===== src/rtl/carfield_mbox_responder.sv =====
// carfield_mbox_responder
// Register-bus responder for the inter-domain mailbox window. It holds
// NumMbox mailboxes of 0x20 bytes each. Every mailbox has two data words,
// a doorbell, an acknowledge path and per-direction interrupt enables.
//
// Ports
//   clk_i        clock
//   rst_i        synchronous active-high reset
//   req_valid_i  request valid, held until rsp_ready_o
//   req_write_i  1 = write, 0 = read
//   req_addr_i   byte address (MboxBase is subtracted internally)
//   req_wdata_i  write data
//   req_wstrb_i  byte strobes
//   rsp_ready_o  one-cycle response pulse, one cycle after acceptance
//   rsp_rdata_o  read data, valid with rsp_ready_o
//   rsp_error_o  decode error, valid with rsp_ready_o
//   rcv_irq_o    per-mailbox receiver interrupt (pend & rcv_en)
//   snd_irq_o    per-mailbox sender interrupt (ackp & snd_en)
//
// Register map per mailbox (offset = reg * 4)
//   0 DATA0     RW, byte strobes honoured
//   1 DATA1     RW, byte strobes honoured
//   2 DOORBELL  read {31'b0, pend}; writing bit0=1 sets pend, and sets ovf if pend was already set
//   3 ACK       read 0; writing bit0=1 clears pend and sets ackp
//   4 IRQ_EN    bit0 rcv_en, bit1 snd_en
//   5 ACK_STAT  read {30'b0, ovf, ackp}; write-1-to-clear
//
// FSM
//   state | meaning
//   IDLE  | waiting for req_valid_i; the access is performed at the accepting edge
//   RESP  | rsp_ready_o high for one cycle with the latched rdata/error
module carfield_mbox_responder #(
  parameter int unsigned          NumMbox   = 4,
  parameter int unsigned          AddrWidth = 48,
  parameter int unsigned          DataWidth = 32,
  parameter logic [AddrWidth-1:0] MboxBase  = 'h4000_0000
) (
  input  logic                 clk_i,
  input  logic                 rst_i,
  input  logic                 req_valid_i,
  input  logic                 req_write_i,
  input  logic [AddrWidth-1:0] req_addr_i,
  input  logic [DataWidth-1:0] req_wdata_i,
  input  logic [3:0]           req_wstrb_i,
  output logic                 rsp_ready_o,
  output logic [DataWidth-1:0] rsp_rdata_o,
  output logic                 rsp_error_o,
  output logic [NumMbox-1:0]   rcv_irq_o,
  output logic [NumMbox-1:0]   snd_irq_o
);

  localparam int unsigned          IdxW    = (NumMbox > 1) ? $clog2(NumMbox) : 1;
  localparam logic [AddrWidth-1:0] WinSize = AddrWidth'(NumMbox * 32);

  typedef enum logic {
    IDLE = 1'b0,
    RESP = 1'b1
  } state_e;

  state_e state_q, state_d;

  logic [NumMbox-1:0][DataWidth-1:0] data0_q, data0_d;
  logic [NumMbox-1:0][DataWidth-1:0] data1_q, data1_d;
  logic [NumMbox-1:0]                pend_q, pend_d;
  logic [NumMbox-1:0]                ackp_q, ackp_d;
  logic [NumMbox-1:0]                ovf_q, ovf_d;
  logic [NumMbox-1:0]                rcv_en_q, rcv_en_d;
  logic [NumMbox-1:0]                snd_en_q, snd_en_d;
  logic [DataWidth-1:0]              rdata_q, rdata_d;
  logic                              error_q, error_d;

  logic [AddrWidth-1:0] off;
  logic [IdxW-1:0]      idx;
  logic [2:0]           reg_sel;
  logic                 dec_err;
  logic [DataWidth-1:0] rd_val;
  logic [DataWidth-1:0] wmask;
  logic                 acc_wr;
  logic                 set_bit0;

  // An address below the base wraps to a huge offset, so the single range
  // compare also catches underflow. Inside the range idx is always < NumMbox.
  always_comb begin
    off     = req_addr_i - MboxBase;
    idx     = off[IdxW+4:5];
    reg_sel = off[4:2];
    dec_err = (off >= WinSize) || (reg_sel > 3'd5);
  end

  always_comb begin
    wmask = {{8{req_wstrb_i[3]}}, {8{req_wstrb_i[2]}},
             {8{req_wstrb_i[1]}}, {8{req_wstrb_i[0]}}};
    set_bit0 = req_wstrb_i[0] & req_wdata_i[0];
  end

  always_comb begin
    rd_val = '0;
    for (int i = 0; i < NumMbox; i++) begin
      if (idx == IdxW'(i)) begin
        case (reg_sel)
          3'd0:    rd_val = data0_q[i];
          3'd1:    rd_val = data1_q[i];
          3'd2:    rd_val = {{(DataWidth-1){1'b0}}, pend_q[i]};
          3'd4:    rd_val = {{(DataWidth-2){1'b0}}, snd_en_q[i], rcv_en_q[i]};
          3'd5:    rd_val = {{(DataWidth-2){1'b0}}, ovf_q[i], ackp_q[i]};
          default: rd_val = '0;
        endcase
      end
    end
    if (dec_err) rd_val = '0;
  end

  assign acc_wr = (state_q == IDLE) && req_valid_i && req_write_i && !dec_err;

  always_comb begin
    data0_d  = data0_q;
    data1_d  = data1_q;
    pend_d   = pend_q;
    ackp_d   = ackp_q;
    ovf_d    = ovf_q;
    rcv_en_d = rcv_en_q;
    snd_en_d = snd_en_q;
    for (int i = 0; i < NumMbox; i++) begin
      if (acc_wr && (idx == IdxW'(i))) begin
        case (reg_sel)
          3'd0: data0_d[i] = (data0_q[i] & ~wmask) | (req_wdata_i & wmask);
          3'd1: data1_d[i] = (data1_q[i] & ~wmask) | (req_wdata_i & wmask);
          3'd2: begin
            if (set_bit0) begin
              if (pend_q[i]) ovf_d[i] = 1'b1;
              pend_d[i] = 1'b1;
            end
          end
          3'd3: begin
            if (set_bit0) begin
              pend_d[i] = 1'b0;
              ackp_d[i] = 1'b1;
            end
          end
          3'd4: begin
            if (req_wstrb_i[0]) begin
              rcv_en_d[i] = req_wdata_i[0];
              snd_en_d[i] = req_wdata_i[1];
            end
          end
          3'd5: begin
            if (req_wstrb_i[0]) begin
              if (req_wdata_i[0]) ackp_d[i] = 1'b0;
              if (req_wdata_i[1]) ovf_d[i]  = 1'b0;
            end
          end
          default: ;
        endcase
      end
    end
  end

  always_comb begin
    state_d = state_q;
    rdata_d = rdata_q;
    error_d = error_q;
    case (state_q)
      IDLE: begin
        if (req_valid_i) begin
          rdata_d = rd_val;
          error_d = dec_err;
          state_d = RESP;
        end
      end
      RESP:    state_d = IDLE;
      default: state_d = IDLE;
    endcase
  end

  always_ff @(posedge clk_i) begin
    if (rst_i) begin
      state_q  <= IDLE;
      data0_q  <= '0;
      data1_q  <= '0;
      pend_q   <= '0;
      ackp_q   <= '0;
      ovf_q    <= '0;
      rcv_en_q <= '0;
      snd_en_q <= '0;
      rdata_q  <= '0;
      error_q  <= 1'b0;
    end else begin
      state_q  <= state_d;
      data0_q  <= data0_d;
      data1_q  <= data1_d;
      pend_q   <= pend_d;
      ackp_q   <= ackp_d;
      ovf_q    <= ovf_d;
      rcv_en_q <= rcv_en_d;
      snd_en_q <= snd_en_d;
      rdata_q  <= rdata_d;
      error_q  <= error_d;
    end
  end

  assign rsp_ready_o = (state_q == RESP);
  assign rsp_rdata_o = rdata_q;
  assign rsp_error_o = error_q;
  assign rcv_irq_o   = pend_q & rcv_en_q;
  assign snd_irq_o   = ackp_q & snd_en_q;

endmodule


===== config.mk =====
export PLATFORM = sky130hd
export DESIGN_NAME = carfield_mbox_responder
export DESIGN_NICKNAME = d
export VERILOG_FILES = /design/src/rtl/carfield_mbox_responder.sv
export SDC_FILE = /design/constraint.sdc
export NUM_CORES = 1
export LEC_CHECK = 0
export CORE_UTILIZATION = 35
export CTS_BUF_LIST = sky130_fd_sc_hd__clkbuf_8 sky130_fd_sc_hd__clkbuf_16
export CTS_CLUSTER_DIAMETER = 60
export DETAILED_ROUTE_END_ITERATION = 12
export PLACE_DENSITY = 0.61
export SLEW_MARGIN = 20
export SYNTH_ARGS = -nofsm -noshare
export SYNTH_HDL_FRONTEND = slang
export SYNTH_SLANG_ARGS = --single-unit

===== constraint.sdc =====
create_clock -name clk_i -period 3.38 [get_ports clk_i]
set_clock_uncertainty 0.15 [all_clocks]
set_input_delay 0.507 -clock clk_i [delete_from_list [all_inputs] [get_ports clk_i]]
set_output_delay 0.507 -clock clk_i [all_outputs]
set_load 0.02 [all_outputs]

==> impl_metrics.py <==
metrics = {
    "placed_design": {
        "hpwl_um": 24300,
        "dp.cells": 2012,
        "portBuffers": 127,
        "dp_slack_ps": 83.2,
        "gp_congestion": 0.810,
    },
    "timing": {
        "finalHoldViolCount": 0,
        "setup_slack_ps": 608,
        "rsz0062_at_grt": "false",
        "final.min_clock_period_ps": 2770,
        "period_share_pct": 82.0,
        "relSlewSlack_pct": 33.7,
        "maxSlewViolCount": 0,
        "max_freq_mhz": 361,
        "finalSetupTns_ps": 0,
        "worstMarginPinSlew_ps": 992,
        "setup_viol": 0,
    },
    "synth": {
        "yosys_warnings": 0,
        "syn-cell-area_mm2": 0.0138,
        "synth_flop_cell": "dfxtp_1",
        "synth_top_area_share_pct": 45.0,
        "yosysSeqAreaShare_pct": 45.0,
        "syn_inst": 1428,
        "synth_top_cell_by_area": "dfxtp_1",
        "yosys-top-cells-area": "dfxtp_1, mux2i_1, nor2_1",
        "async_flop_share_pct": 0,
        "avgSynthCellArea_um2": 9.66,
        "ys_seq_elements": 310,
        "synth-edff-count": 0,
        "synth_nets": 1516,
        "synth_cell_types": 50,
        "yosys-top-cells-count": "dfxtp_1, nor2_1, mux2i_1",
        "synth.most_common_cell": "dfxtp_1",
    },
    "die": {
        "die_y_um": 201,
        "rows": 72,
        "io_pins": 130,
        "die_area_mm2": 0.0402,
        "start_util_pct": 35.6,
        "die_w_um": 201,
        "core-area_mm2": 0.0387,
    },
    "grt": {
        "grt_max_degree": 163,
        "grt_pass1_wl_um": 60700,
        "antenna_found_initial": 3,
        "grt_pass1_vias": 11100,
        "gr-usage-all-layers_pct": 18.7,
        "overflow": 0,
    },
    "critical_path": {
        "end_kind": "flop",
        "crit_fanout": 29,
        "cp.arrival_ps": 2990,
        "cpMostUsedCell": "buf_12",
        "cp.required_ps": 3600,
        "critPathLaunchType": "input pin",
        "slowest_stage": "a2111oi_4",
        "slowest_delay_ps": 440,
        "crit_type": "in -> reg",
        "worstPathCellList": "clkdlybuf4s50_1 -> nor4_1 -> buf_4 -> nand3_1 -> a2111oi_4 -> buf_12 -> and4_1 -> buf_12 -> mux2i_1 -> nor2_1",
    },
    "clock_network": {
        "clk_path_buf_depth": 3,
        "cts_tree": "done",
        "cts_sinks": 310,
        "cts_made_buffers": 36,
        "cts_resized": 0,
        "htree_levels": 2,
        "clkTransAtPathRegs_ps": 60,
        "cts_hold_buf": 0,
        "clock_latency_ps": 510,
        "cts-root-buf": "clkbuf_16",
        "post_cts.repair.setup_buffers": 0,
    },
    "drt": {
        "via_count": 11200,
        "postRouteAntennaNets": 0,
        "drt_wl_total_um": 37900,
        "drc": 0,
        "viasPerCell": 5.37,
        "wl_per_cell_um": 18.2,
        "drtPass1Iterations": 5,
        "drt_iter0_drc": 837,
    },
    "worst_hold_path": {
        "hp-class": "reg -> reg",
    },
    "final_layout": {
        "syn2layout_area_growth_pct": 25.0,
        "instances_no_fill": 2077,
        "fin_util_pct": 44.5,
        "drive_above_1_share_pct": 12.7,
        "layout.nets": 1620,
    },
    "job": {
        "maxCapViolCount": 0,
    },
    "power_and_ir_drop": {
        "vdd_drop_max_mv": 0.300,
        "power_per_cell_area_mw_per_mm2": 466,
        "p_leak_nw": 8.18,
        "power_w": 0.00804,
    },
    "status": {
        "status": "completed",
    },
}
## worst paths after layout
| kind | start | end | slack (ps) | cells after the start |
|---|---|---|---|---|
| max | req_addr_i[39] | flop | 610 | 10 |
| min | rsp_rdata_o[13]$_SDFFE_PP0P_ | rsp_rdata_o[13]$_SDFFE_PP0P_ | 300 | 2 |
| max reg2reg | rsp_ready_o$_SDFF_PP0_ | flop | 1060 | 8 |
| min reg2reg | rsp_rdata_o[13]$_SDFFE_PP0P_ | rsp_rdata_o[13]$_SDFFE_PP0P_ | 300 | 2 |
## layer usage
layer  wire length [µm]  up-vias  track usage [%]
met5                  0        -                0
met4               1060        0             6.54
met3               1450       75             2.68
met2              18400      248             31.3
met1              17000     5429             24.4
li1                   -     5405                -
## worst max-delay path: cells and delay by family
family	cells	cell delay [ps]
and+or+nand+nor	4	770
muxes	1	210
AOI/OAI and AO/OA	1	440
buffers and inverters	4	1040
## layout make-up
class | count | area, µm²
Clock inverter | 17 | 153
Sequential cell | 310 | 6210
Fill cell | 3728 | 21500
Inverter | 2 | 7.51
Clock buffer | 45 | 1040
Tap cell | 518 | 648
Antenna cell | 3 | 7.51
Timing Repair Buffer | 202 | 2130
Multi-Input combinational cell | 980 | 7060
## power breakdown
part	switching, W	internal (W)
combinational	0.000326	0.000205
sequential	0.000000829	0.00366
clock	0.00147	0.00238
total	0.00180	0.00624
## per-stage QoR
stage,instance area [µm²],hold slack [ps]
after floorplan,13800,297
after detailed placement,16000,290
after global placement,16000,287
after CTS,17200,291
after global routing,17200,322
final,17200,296
## placed cells by master (no fill, tap or decap), types with 3 or more instances in the layout
master,Yosys,layout
inv_1,2,12
nor2_1,295,294
or4_1,30,30
nor3_2,2,3
clkdlybuf4s50_1,0,126
o21ai_2,20,20
a21oi_1,17,17
and4_1,3,3
nor3_1,18,16
nand3b_1,7,7
nand2_1,51,50
bufinv_16,0,3
nor4b_1,3,3
nand4_2,20,20
nor4_1,8,8
buf_4,8,52
and3_1,10,10
and2_1,17,17
o21a_1,4,4
nand4_1,8,8
buf_12,0,23
a211oi_1,9,9
nand3_1,7,7
clkbuf_16,0,37
o21ai_1,10,10
a221oi_1,120,120
clkbuf_8,0,9
mux2i_1,268,268
a31oi_1,6,6
or2_2,3,3
dfxtp_1,310,310
o21ai_0,7,7
nor2b_1,4,4
diode_2,0,3
nand4_4,10,10
## cell families (layout without fill, tap and decap cells)
logic type / Yosys count / count (layout) / synth area share, %
multiplexers: 271 / 271 / 19.9
AO/OA/AOI/OAI: 205 / 205 / 12.0
XOR/XNOR: 1 / 1 / 0.0635
flip-flops: 310 / 310 / 45.0
buffers and inverters: 138 / 266 / 4.22
AND/OR/NAND/NOR: 503 / 503 / 18.9
other: 0 / 3 / 0
(Power assumes the default switching activity.)
